--- src/rtl/shared_reg_pkg.sv ---
// Shared types and default parameters for the shared register arbiter.
package shared_reg_pkg;

    localparam int STATE_W = 2;

    typedef enum logic [STATE_W-1:0] {
        IDLE  = 2'd0,
        GRANT = 2'd1,
        HOLD  = 2'd2
    } state_t;

    localparam int DEF_N_REQ       = 4;
    localparam int DEF_WIDTH       = 8;
    localparam int DEF_HOLD_CYCLES = 2;

endpackage

--- src/rtl/shared_reg_arbiter_rr_pick.sv ---
// Combinational round-robin picker: first set request bit scanning upward
// from last+1, wrapping modulo N_REQ.
module rr_pick
    import shared_reg_pkg::*;
#(
    parameter int N_REQ = DEF_N_REQ,
    parameter int PW    = (N_REQ > 1) ? $clog2(N_REQ) : 1
) (
    input  logic [N_REQ-1:0] req,
    input  logic [PW-1:0]    last,
    output logic             any,
    output logic [PW-1:0]    winner
);

    // cand[k] is the requester examined at scan position k (k=0 is last+1).
    logic [PW-1:0] cand [N_REQ];

    genvar gi;
    generate
        for (gi = 0; gi < N_REQ; gi++) begin : g_cand
            assign cand[gi] = PW'((32'(last) + 32'(gi) + 32'd1) % 32'(N_REQ));
        end
    endgenerate

    // Scan from the far end back so the nearest candidate overwrites the rest.
    always_comb begin
        any    = 1'b0;
        winner = '0;
        for (int k = N_REQ - 1; k >= 0; k--) begin
            if (req[cand[k]]) begin
                any    = 1'b1;
                winner = cand[k];
            end
        end
    end

endmodule

--- src/rtl/shared_reg_arbiter.sv ---
// Round-robin arbiter and write sequencer for one shared data register.
// A transaction is GRANT (1 cycle) then HOLD (HOLD_CYCLES cycles); the
// pointer last_reg remembers the most recent winner, even if it withdrew.
module shared_reg_arbiter
    import shared_reg_pkg::*;
#(
    parameter int N_REQ       = DEF_N_REQ,
    parameter int WIDTH       = DEF_WIDTH,
    parameter int HOLD_CYCLES = DEF_HOLD_CYCLES
) (
    input  logic                   clock,
    input  logic                   reset,
    input  logic [N_REQ-1:0]       req,
    input  logic [N_REQ*WIDTH-1:0] wdata,
    output logic [N_REQ-1:0]       grant,
    output logic [N_REQ-1:0]       ack,
    output logic [WIDTH-1:0]       q,
    output logic                   busy
);

    localparam int PW = (N_REQ > 1) ? $clog2(N_REQ) : 1;
    localparam int CW = $clog2(HOLD_CYCLES + 1);
    localparam logic [N_REQ-1:0] ONE = N_REQ'(1);

    state_t            state_reg, state_next;
    logic [PW-1:0]     last_reg,  last_next;
    logic [N_REQ-1:0]  grant_reg, grant_next;
    logic [N_REQ-1:0]  ack_reg,   ack_next;
    logic [WIDTH-1:0]  q_reg,     q_next;
    logic [CW-1:0]     cnt_reg,   cnt_next;
    logic              busy_reg,  busy_next;

    logic              pick_any;
    logic [PW-1:0]     pick_winner;
    logic [WIDTH-1:0]  wdata_arr [N_REQ];

    genvar gi;
    generate
        for (gi = 0; gi < N_REQ; gi++) begin : g_wdata
            assign wdata_arr[gi] = wdata[gi*WIDTH +: WIDTH];
        end
    endgenerate

    rr_pick #(.N_REQ(N_REQ), .PW(PW)) u_pick (
        .req    (req),
        .last   (last_reg),
        .any    (pick_any),
        .winner (pick_winner)
    );

    // Next-state and output decode; during GRANT/HOLD the owner is last_reg.
    always_comb begin
        state_next = state_reg;
        last_next  = last_reg;
        grant_next = grant_reg;
        ack_next   = '0;
        q_next     = q_reg;
        cnt_next   = cnt_reg;
        case (state_reg)
            IDLE: begin
                if (pick_any) begin
                    grant_next = ONE << pick_winner;
                    last_next  = pick_winner;
                    state_next = GRANT;
                end else begin
                    grant_next = '0;
                end
            end
            GRANT: begin
                if (req[last_reg]) begin
                    q_next     = wdata_arr[last_reg];
                    ack_next   = ONE << last_reg;
                    cnt_next   = CW'(HOLD_CYCLES - 1);
                    state_next = HOLD;
                end else begin
                    grant_next = '0;
                    state_next = IDLE;
                end
            end
            HOLD: begin
                if (cnt_reg == '0) begin
                    grant_next = '0;
                    state_next = IDLE;
                end else begin
                    cnt_next = cnt_reg - CW'(1);
                end
            end
            default: begin
                grant_next = '0;
                state_next = IDLE;
            end
        endcase
        busy_next = (state_next != IDLE);
    end

    // State and registered outputs; reset clears everything, including q.
    always_ff @(posedge clock or negedge reset) begin
        if (!reset) begin
            state_reg <= IDLE;
            last_reg  <= PW'(N_REQ - 1);
            grant_reg <= '0;
            ack_reg   <= '0;
            q_reg     <= '0;
            cnt_reg   <= '0;
            busy_reg  <= 1'b0;
        end else begin
            state_reg <= state_next;
            last_reg  <= last_next;
            grant_reg <= grant_next;
            ack_reg   <= ack_next;
            q_reg     <= q_next;
            cnt_reg   <= cnt_next;
            busy_reg  <= busy_next;
        end
    end

    assign grant = grant_reg;
    assign ack   = ack_reg;
    assign q     = q_reg;
    assign busy  = busy_reg;

endmodule

--- config.mk ---
export PLATFORM = sky130hd
export DESIGN_NAME = shared_reg_arbiter
export DESIGN_NICKNAME = d
export VERILOG_FILES = /design/src/rtl/shared_reg_pkg.sv /design/src/rtl/shared_reg_arbiter_rr_pick.sv /design/src/rtl/shared_reg_arbiter.sv
export SDC_FILE = /design/constraint.sdc
export NUM_CORES = 1
export LEC_CHECK = 0
export CORE_UTILIZATION = 41
export DETAILED_ROUTE_END_ITERATION = 8
export HOLD_SLACK_MARGIN = 0.08
export MAX_ROUTING_LAYER = met4
export PLACE_DENSITY = 0.82
export SYNTH_ARGS = -nofsm -noshare
export SYNTH_HDL_FRONTEND = slang
export SYNTH_HIERARCHICAL = 1
export SYNTH_SLANG_ARGS = --single-unit
export TNS_END_PERCENT = 10
--- constraint.sdc ---
create_clock -name clock -period 2.35 [get_ports clock]
set_input_delay 0.47 -clock clock [delete_from_list [all_inputs] [get_ports clock]]
set_output_delay 0.47 -clock clock [all_outputs]
set_load 0.02 [all_outputs]
==> results of run 1 <==
power breakdown:
part	switching (W)	internal, W
clock	0.000113	0.0000663
sequential	0.000150	0.000578
combinational	0.000479	0.000658
total	0.000743	0.00130
Yosys cell counts (2+ instances only):
| library cell | number |
|---|---|
| nor2b_1 | 4 |
| mux2_2 | 10 |
| inv_1 | 3 |
| nand2b_1 | 2 |
| mux4_2 | 8 |
| and4b_1 | 2 |
| a22o_1 | 2 |
| a32o_1 | 2 |
| nor2_1 | 5 |
| mux2i_1 | 2 |
| a21o_1 | 2 |
| dfrtp_1 | 21 |
| dfstp_2 | 2 |
cell type report:
class	count	area [um^2]
fill	211	945
clock buffer	4	26.3
inverter	3	11.3
tap	31	38.8
timing repair buffer	58	571
sequential	23	578
multi-input combinational	55	588
cell families (layout without fill, tap and decap cells):
family | count (synthesis) | in the layout | synth area share [%]
fa+ha+maj | 1 | 1 | 1.04
flops | 23 | 23 | 48.3
mux | 21 | 21 | 28.3
buf+inv | 6 | 65 | 2.61
simple gates | 22 | 22 | 12.3
compound gates | 11 | 11 | 7.42
per-layer routing:
metal  vias up  GRT usage, %  routed length, um
met1       461          24.3               1190
li1        438             -                  -
met2        24          33.2               1470
met3         2          5.58                109
met4         0          3.14                 19
met5         -             -                  0
metrics by stage:
step	worst slack (ns)	power, W
global placement	0.190	0.00185
detailed placement	0.149	0.00188
finish	0.449	0.00204
global route	0.376	0.00217
floorplan	0.572	0.00145
CTS	0.455	0.00206
critical path, delay by kind of cell, from the launching register on:
| family | cells | cell delay, ns |
|---|---|---|
| flops | 1 | 0.79 |
| mux | 2 | 0.76 |
| simple gates | 1 | 0.24 |
path summary, 6_finish.rpt:
kind / to / cells after the start / start
max: q[5] / 3 / last_reg[1]
min: state_reg[1] / 2 / reset
max reg2reg: q[5] / 3 / last_reg[1]
min reg2reg: grant[3] / 1 / grant[3]
max in group asynchronous: last_reg[0] / 2 / reset
min in group clock: grant[3] / 1 / grant[3]
==> qor.txt, run 1 <==
Die Area -> 3140 um^2
Final instance area -> 1810 um^2
Distinct cells, synth -> 32
CTS root buf -> clkbuf_4
DIE WIDTH -> 56.0 um
ANT nets after route -> 0
Reg clk slew, reported paths -> 0.12 ns
CP max stage delay -> 0.79 ns
CP Cell Sequence -> mux4_2 > nand2_2 > mux2_2
DRT Pass-1 Iters -> 3
GRT Total Usage -> 19.8%
Via-to-Cell Ratio -> 5.32
Required @ worst endpoint -> 2.55 ns
Yosys warns -> 6
Fin crit period -> 1.90 ns
Cell area power density -> 1130 nW/um^2
Mapped Avg Cell Area -> 14.3 um^2
Total number of placement rows -> 19
Area grow syn2layout -> 51.4%
HPWL after DPL -> 2160 um
DP Cell Count -> 170
H-tree lvl count -> 1
Pin count of the biggest net entering global routing -> 24
HP Class -> input port to asynchronous set/reset pin
Synth top area cells -> dfrtp_1, mux4_2, mux2_2, dfstp_2, mux4_1
Most common cell after layout, fill and taps aside -> clkdlybuf4s50_1
Crit Path Category -> flop to flop
GP Congestion -> 0.712
Critical path arrival -> 2.10 ns
Post-layout net count -> 183
Antenna diode instance count -> 0
Antenna violations before repair -> 0
Worst IR Drop VDD -> 880 uV
Fin Setup TNS -> 0 ns
Synth Net Count -> 123
Slew HR -> 69.9%
Skew-Pair Late Insertion Delay -> 0.31 ns
Initial DRC Count -> 23
Hold slack -> 0.499 ns
DR WL/cell -> 16.0 um
Cts hold-fix bufs -> 0
Clock buffer depth -> 2
Placed inst area -> 1790 um^2
Die height -> 56.0 um
Leakage -> 0.752 nW
Synth Register Bits -> 23
Vias in the first global route -> 969
Port Buf Inserts -> 54
Most frequent cells in the layout -> clkdlybuf4s50_1, dfrtp_1, mux2_2
Setup slack, reg-to-reg -> 0.45 ns
Largest area contributor in the netlist -> dfrtp_1
Vias -> 925
Core area -> 2760 um^2
Final wirelength -> 2780 um
Worst Skew -> 0.00671 ns
Max reg flops -> 8
Final setup viols -> 0
Final hold viol count -> 0
Share of layout cells above drive strength 1 -> 21.7%
# IOs -> 55
Clk sink count -> 23
Gr ovfl total -> 0
Main flop type after synthesis -> dfrtp_1
Share of the synthesized area in the top cell type -> 43.9%
Status -> completed
Register area share after synthesis -> 48.3%
Post-synth EDFFs -> 0
CP Launch Type -> flop
Synthesized instance count -> 84
Critical path fanouts, max -> 18
CP Capture Type -> flop
Setup bufs post-CTS -> 0
Worst Tran Pin Value -> 0.450 ns
CTS tree -> done
Initial core utilization -> 43.4%
Cts repair resizes -> 0
Fraction of registers with async set/reset -> 100%
Final period util -> 80.9%
Total CTS buffers -> 3
Max Slew Vio Count -> 0
First-pass GRT wire length -> 4620 um
RSZ-0062 raised after global routing -> false
Residual DRC -> 0
Netlist Area Pre-Place -> 1200 um^2
Top achievable clock speed -> 0.526 GHz
Max cap viols -> 0
Core Util, Final -> 65.7%
Slowest cell on crit path -> dfstp_2
Final Non-Filler Cells -> 174
(Power assumes the default switching activity.)
==> run 2: changes to the inputs <==
--- a/config.mk
+++ b/config.mk
@@ -5,11 +5,11 @@
 export SDC_FILE = /design/constraint.sdc
 export NUM_CORES = 1
 export LEC_CHECK = 0
-export CORE_UTILIZATION = 41
+export CORE_UTILIZATION = 37
 export DETAILED_ROUTE_END_ITERATION = 8
 export HOLD_SLACK_MARGIN = 0.08
 export MAX_ROUTING_LAYER = met4
-export PLACE_DENSITY = 0.82
+export PLACE_DENSITY = 0.78
 export SYNTH_ARGS = -nofsm -noshare
 export SYNTH_HDL_FRONTEND = slang
 export SYNTH_HIERARCHICAL = 1
==> constraint.sdc (replaced) <==
create_clock -name clock -period 1.6 [get_ports clock]
set_input_delay 0.32 -clock clock [delete_from_list [all_inputs] [get_ports clock]]
set_output_delay 0.32 -clock clock [all_outputs]
set_load 0.02 [all_outputs]
==> run 2 against run 1 <==
  * The run now ends with setup timing left
  * Sequential share of layout area fell by 1.8 points
  * Maximum frequency is 8.1% higher
  * Worst hold slack worse by 0.13 ns
  * Sequential cell count unchanged
  * Non-clock buffer count increased by 7
  * Sequential power grew 35%
==> qor.txt, run 2 (same netlist as run 1, synthesis figures left out) <==
Post-layout net count -> 191 (was 183)
Leakage -> 0.909 nW (was 0.752 nW)
Pin count of the biggest net entering global routing -> 24 (unchanged)
Status -> finished, violations left (was completed)
DR WL/cell -> 15.6 um (was 16.0 um)
Critical path fanouts, max -> 6 (was 18)
Port Buf Inserts -> 54 (unchanged)
Core Util, Final -> 62.9% (was 65.7%)
Share of layout cells above drive strength 1 -> 26.5% (was 21.7%)
Antenna violations before repair -> 0 (unchanged)
Initial core utilization -> 39.2% (was 43.4%)
HPWL after DPL -> 2400 um (was 2160 um)
Required @ worst endpoint -> 1.80 ns (was 2.55 ns)
Sw Pwr -> 0.00119 W (was 0.000743 W)
Reg2Reg Depth -> 3 (unchanged)
RSZ-0062 raised after global routing -> true (was false)
Setup bufs post-CTS -> 0 (unchanged)
Core area -> 3050 um^2 (was 2760 um^2)
GRT Total Usage -> 19.3% (was 19.8%)
Vias -> 968 (was 925)
Switching share of total power -> 37.5% (was 36.3%)
GR Layer Usage met3 -> 4.18% (was 5.58%)
Antenna diode instance count -> 0 (unchanged)
Met1 Resource Use GR -> 24.3% (about the same)
Final period util -> 110% (was 80.9%)
Vias in the first global route -> 1026 (was 969)
Worst setup margin -> -0.159 ns (was 0.449 ns)
Clk sink count -> 23 (unchanged)
Fin Setup TNS -> -1.90 ns (was 0 ns)
DIE WIDTH -> 58.9 um (was 56.0 um)
HP Class -> input port to asynchronous set/reset pin (unchanged)
Slew HR -> 64.1% (was 69.9%)
First-pass GRT wire length -> 4890 um (was 4620 um)
GP Congestion -> 0.811 (was 0.712)
Skew-Pair Late Insertion Delay -> 0.30 ns (was 0.31 ns)
Total Power -> 0.00316 W (was 0.00204 W)
CP max stage delay -> 0.58 ns (was 0.79 ns)
Via-to-Cell Ratio -> 4.96 (was 5.32)
CP Launch Type -> flop (unchanged)
Worst IR Drop VDD -> 722 uV (was 880 uV)
Gr ovfl total -> 0 (unchanged)
Cell area power density -> 1650 nW/um^2 (was 1130 nW/um^2)
DP Cell Count -> 190 (was 170)
Most frequent cells in the layout -> clkdlybuf4s50_1, dfrtp_1, dlygate4sd2_1 (was clkdlybuf4s50_1, dfrtp_1, mux2_2)
Die height -> 58.9 um (was 56.0 um)
FF-to-FF End -> grant[1] (was q[5])
Total CTS buffers -> 3 (unchanged)
Failing checks -> setup timing
CP Capture Type -> flop (unchanged)
M2 GR Usage -> 32.6% (was 33.2%)
Busiest grt layer -> met2 (unchanged)
Max cap viols -> 0 (unchanged)
DRT Pass-1 Iters -> 4 (was 3)
Final Non-Filler Cells -> 195 (was 174)
Pint -> 0.00197 W (was 0.00130 W)
CTS tree -> done (unchanged)
ANT nets after route -> 0 (unchanged)
# IOs -> 55 (unchanged)
Critical path arrival -> 1.96 ns (was 2.10 ns)
Slowest cell on crit path -> dfstp_2 (unchanged)
Clock power share -> 8.3% (was 8.8%)
Final setup viols -> 14 (was 0)
Most common cell after layout, fill and taps aside -> clkdlybuf4s50_1 (unchanged)
Die Area -> 3470 um^2 (was 3140 um^2)
Top achievable clock speed -> 0.568 GHz (was 0.526 GHz)
Fin crit period -> 1.76 ns (was 1.90 ns)
H-tree lvl count -> 1 (unchanged)
Final hold viol count -> 0 (unchanged)
Hold slack -> 0.365 ns (was 0.499 ns)
Worst Skew -> 0.00453 ns (was 0.00671 ns)
CTS root buf -> clkbuf_4 (unchanged)
Crit-path leading delay family -> flip-flops (unchanged)
Clock buffer depth -> 2 (unchanged)
Reg clk slew, reported paths -> 0.13 ns (was 0.12 ns)
Total number of placement rows -> 20 (was 19)
Worst setup path startpoint -> last_reg[0] (was last_reg[1])
Seq pwr share -> 31.1% (was 35.6%)
CP bufs+invs -> 0 (unchanged)
Worst Tran Pin Value -> 0.538 ns (was 0.450 ns)
Initial DRC Count -> 27 (was 23)
Setup slack, reg-to-reg -> -0.16 ns (was 0.45 ns)
Reg2reg start -> last_reg[0] (was last_reg[1])
CP Cell Sequence -> mux4_2 > a21o_1 > a22o_1 (was mux4_2 > nand2_2 > mux2_2)
Comb power frac -> 60.6% (was 55.6%)
Area grow syn2layout -> 60.3% (was 51.4%)
Max reg flops -> 8 (unchanged)
Max Slew Vio Count -> 0 (unchanged)
Final wirelength -> 3040 um (was 2780 um)
Crit Path Category -> flop to flop (unchanged)
Residual DRC -> 0 (unchanged)
run 2: cell types whose count changed in the layout (fill, tap and decap cells not counted):
cell,before,now
buf_4,4,10
o311ai_1,1,0
dlymetal6s2s_1,0,4
clkdlybuf4s50_1,54,39
mux2_4,0,5
o311ai_2,0,1
dlygate4sd2_1,0,11
mux2_2,10,5
nand2_4,0,1
buf_6,0,1
run 2: worst max path at each step:
stage | endpoint | slack, ns | depth (start not counted)
2_1_floorplan | q[0] | -0.15 | 4
3_3_place_gp | q[5] | -0.34 | 4
3_5_place_dp | q[7] | -0.40 | 4
4_1_cts | q[5] | -0.15 | 3
5_1_grt | q[5] | -0.21 | 3
6_report | grant[1] | -0.16 | 3
run 2: through the flow:
stage | worst slack, ns | area [um^2]
2_1_floorplan | -0.153 | 1200
3_3_place_gp | -0.343 | 1860
3_5_place_dp | -0.400 | 1860
4_1_cts | -0.154 | 1900
5_1_grt | -0.206 | 1920
6_report | -0.159 | 1920
run 2: cell type report:
| cell class | count | area [um^2] |
|---|---|---|
| Multi-Input combinational cell | 56 | 626 |
| Timing Repair Buffer | 65 | 623 |
| Inverter | 3 | 11.3 |
| Sequential cell | 23 | 578 |
| Clock buffer | 4 | 26.3 |
| Fill cell | 246 | 1130 |
| Tap cell | 44 | 55.1 |
run 2: repair_timing:
item	CTS	global route
resized for setup	17	5
setup endpoints to repair	25	21
pin swaps	2	0
gates cloned	1	0
hold buffers	0	0
run 2: per-layer routing:
layer / wire length [um] / share of wire, %
met5: 0 / 0
met4: 21 / 0.69
met3: 186 / 6.1
met2: 1540 / 51
met1: 1290 / 42
run 2: worst reg2reg max path, cell delays in order, from the launching register on:
cell	delay, ns
dfstp_2	0.58
mux4_2	0.57
a21o_1	0.27
a22o_1	0.24
run 2: power groups by stage:
stage,Combinational [W],Clock [W],Sequential (W)
after global placement,0.00184,0,0.000993
after detailed placement,0.00191,0,0.00100
after CTS,0.00192,0.000271,0.000989
after global routing,0.00205,0.000302,0.00102
after floorplan,0.000939,0,0.00121
final,0.00192,0.000262,0.000982
==> run 3: changes to the inputs <==
--- a/config.mk
+++ b/config.mk
@@ -5,11 +5,13 @@
 export SDC_FILE = /design/constraint.sdc
 export NUM_CORES = 1
 export LEC_CHECK = 0
-export CORE_UTILIZATION = 37
+export CELL_PAD_IN_SITES_DETAIL_PLACEMENT = 1
+export CELL_PAD_IN_SITES_GLOBAL_PLACEMENT = 1
+export CORE_UTILIZATION = 28
 export DETAILED_ROUTE_END_ITERATION = 8
 export HOLD_SLACK_MARGIN = 0.08
 export MAX_ROUTING_LAYER = met4
-export PLACE_DENSITY = 0.78
+export PLACE_DENSITY = 0.76
 export SYNTH_ARGS = -nofsm -noshare
 export SYNTH_HDL_FRONTEND = slang
 export SYNTH_HIERARCHICAL = 1
==> run 3 against run 2 <==
  * Clock power is 35% higher
  * Combinational power is 12% higher
  * Register-to-register slack worse by 0.02 ns
  * Sequential cell count stayed put
  * Critical path type unchanged
  * Worst setup slack worse by 0.024 ns
  * Worst hold slack better by 0.041 ns
  * Clock skew is 0.00073 ns lower
  * Largest cell class is now buffers
  * The flow still finishes with violations (setup timing)
==> qor.txt, run 3 (same netlist as run 1, synthesis figures left out) <==
DIE WIDTH -> 67.4 um (was 58.9 um)
Worst IR Drop VDD -> 1040 uV (was 722 uV)
Crit Path Category -> flop to flop (unchanged)
Die Area -> 4540 um^2 (was 3470 um^2)
Initial DRC Count -> 26 (was 27)
Antenna diode instance count -> 0 (unchanged)
GP Congestion -> 0.754 (was 0.811)
GRT Total Usage -> 18.1% (was 19.3%)
Critical path arrival -> 1.93 ns (was 1.96 ns)
Final setup viols -> 15 (was 14)
Vias in the first global route -> 1093 (was 1026)
Total number of placement rows -> 23 (was 20)
First-pass GRT wire length -> 5590 um (was 4890 um)
Final wirelength -> 3750 um (was 3040 um)
Residual DRC -> 0 (unchanged)
Vias -> 1046 (was 968)
Critical path fanouts, max -> 5 (was 6)
Worst setup margin -> -0.183 ns (was -0.159 ns)
Max reg flops -> 8 (unchanged)
Initial core utilization -> 29.5% (was 39.2%)
Setup bufs post-CTS -> 0 (unchanged)
Status -> finished, violations left (unchanged)
Final Non-Filler Cells -> 203 (was 195)
# IOs -> 55 (unchanged)
Post-layout net count -> 193 (was 191)
Clock buffer depth -> 2 (unchanged)
Total CTS buffers -> 3 (unchanged)
Leakage -> 0.952 nW (was 0.909 nW)
DP Cell Count -> 198 (was 190)
Worst Tran Pin Value -> 0.539 ns (was 0.538 ns)
Fin Setup TNS -> -2.14 ns (was -1.90 ns)
Final hold viol count -> 0 (unchanged)
CP Capture Type -> flop (unchanged)
Worst Skew -> 0.00380 ns (was 0.00453 ns)
ANT nets after route -> 0 (unchanged)
Core area -> 4060 um^2 (was 3050 um^2)
H-tree lvl count -> 1 (unchanged)
HP Class -> input port to asynchronous set/reset pin (unchanged)
Fin crit period -> 1.78 ns (was 1.76 ns)
CP Launch Type -> flop (unchanged)
DRT Pass-1 Iters -> 4 (unchanged)
CTS tree -> done (unchanged)
Required @ worst endpoint -> 1.75 ns (was 1.80 ns)
Hold slack -> 0.406 ns (was 0.365 ns)
Port Buf Inserts -> 54 (unchanged)
CP max stage delay -> 0.60 ns (was 0.58 ns)
Max cap viols -> 0 (unchanged)
Slew HR -> 64.0% (was 64.1%)
Max Slew Vio Count -> 0 (unchanged)
Core Util, Final -> 49.4% (was 62.9%)
Antenna violations before repair -> 0 (unchanged)
Skew-Pair Late Insertion Delay -> 0.26 ns (was 0.30 ns)
Pin count of the biggest net entering global routing -> 24 (unchanged)
Via-to-Cell Ratio -> 5.15 (was 4.96)
Reg clk slew, reported paths -> 0.08 ns (was 0.13 ns)
Most common cell after layout, fill and taps aside -> clkdlybuf4s50_1 (unchanged)
RSZ-0062 raised after global routing -> true (unchanged)
Failing checks -> setup timing (unchanged)
DR WL/cell -> 18.5 um (was 15.6 um)
Area grow syn2layout -> 67.3% (was 60.3%)
Final period util -> 111% (was 110%)
Clk sink count -> 23 (unchanged)
Total Power -> 0.00352 W (was 0.00316 W)
Slowest cell on crit path -> mux4_2 (was dfstp_2)
HPWL after DPL -> 2880 um (was 2400 um)
Die height -> 67.4 um (was 58.9 um)
Share of layout cells above drive strength 1 -> 27.5% (was 26.5%)
Most frequent cells in the layout -> clkdlybuf4s50_1, dfrtp_1, buf_4 (was clkdlybuf4s50_1, dfrtp_1, dlygate4sd2_1)
CTS root buf -> clkbuf_8 (was clkbuf_4)
Top achievable clock speed -> 0.561 GHz (was 0.568 GHz)
Cell area power density -> 1750 nW/um^2 (was 1650 nW/um^2)
CP Cell Sequence -> mux4_2 > nand2_4 > mux2_4 (was mux4_2 > a21o_1 > a22o_1)
Fill count -> 428 (was 246)
Gr ovfl total -> 0 (unchanged)
run 3: worst paths after layout:
| check | endpoint | slack [ns] | depth (start not counted) | startpoint |
|---|---|---|---|---|
| worst min-delay path | q[6] | 0.41 | 2 | reset |
| max in group asynchronous | last_reg[1] | 0.92 | 2 | reset |
| worst max-delay path | q[7] | -0.18 | 3 | last_reg[0] |
| worst min register to register | grant[3] | 0.50 | 1 | grant[3] |
| min in group clock | grant[3] | 0.50 | 1 | grant[3] |
| worst max register to register | q[7] | -0.18 | 3 | last_reg[0] |
run 3: power breakdown:
part           internal, W  total [W]  switching [W]
logic              0.00119    0.00215       0.000954
registers         0.000849    0.00102       0.000167
clock network     0.000174   0.000353       0.000180
total              0.00221    0.00352        0.00130
run 3: critical path, delay by kind of cell (launching register included):
| family | cells | cell delay (ns) |
|---|---|---|
| mux | 2 | 0.92 |
| simple gates | 1 | 0.18 |
| flops | 1 | 0.57 |
run 3: what timing repair did:
item                                    in CTS  in global routing
pin swaps                                    4                  0
cloned                                       1                  0
hold buffers                                 0                  0
endpoints found under the setup margin      17                 23
gates resized for setup                      8                 11
run 3: per-stage QoR:
step	setup slack, ns	instance area (um^2)
after CTS	-0.171	1970
after global routing	-0.230	2000
after detailed placement	-0.351	1880
after global placement	-0.335	1880
after floorplan	-0.153	1200
final	-0.183	2000
run 3: metal layers:
metal	vias up	track usage, %	wire length, um
li1	463	-	-
met1	550	21.7	1490
met2	28	30.6	2100
met3	5	2.53	121
met4	0	6.91	44
met5	-	-	0
run 3: cell type report:
cell class | count | area (um^2) | area share (%)
Sequential cell | 23 | 578 | 28.9
Multi-Input combinational cell | 56 | 644 | 32.2
Tap cell | 50 | 62.6 | 3.12
Inverter | 3 | 11.3 | 0.562
Clock inverter | 1 | 5.00 | 0.250
Timing Repair Buffer | 67 | 661 | 33.0
Clock buffer | 3 | 41.3 | 2.06
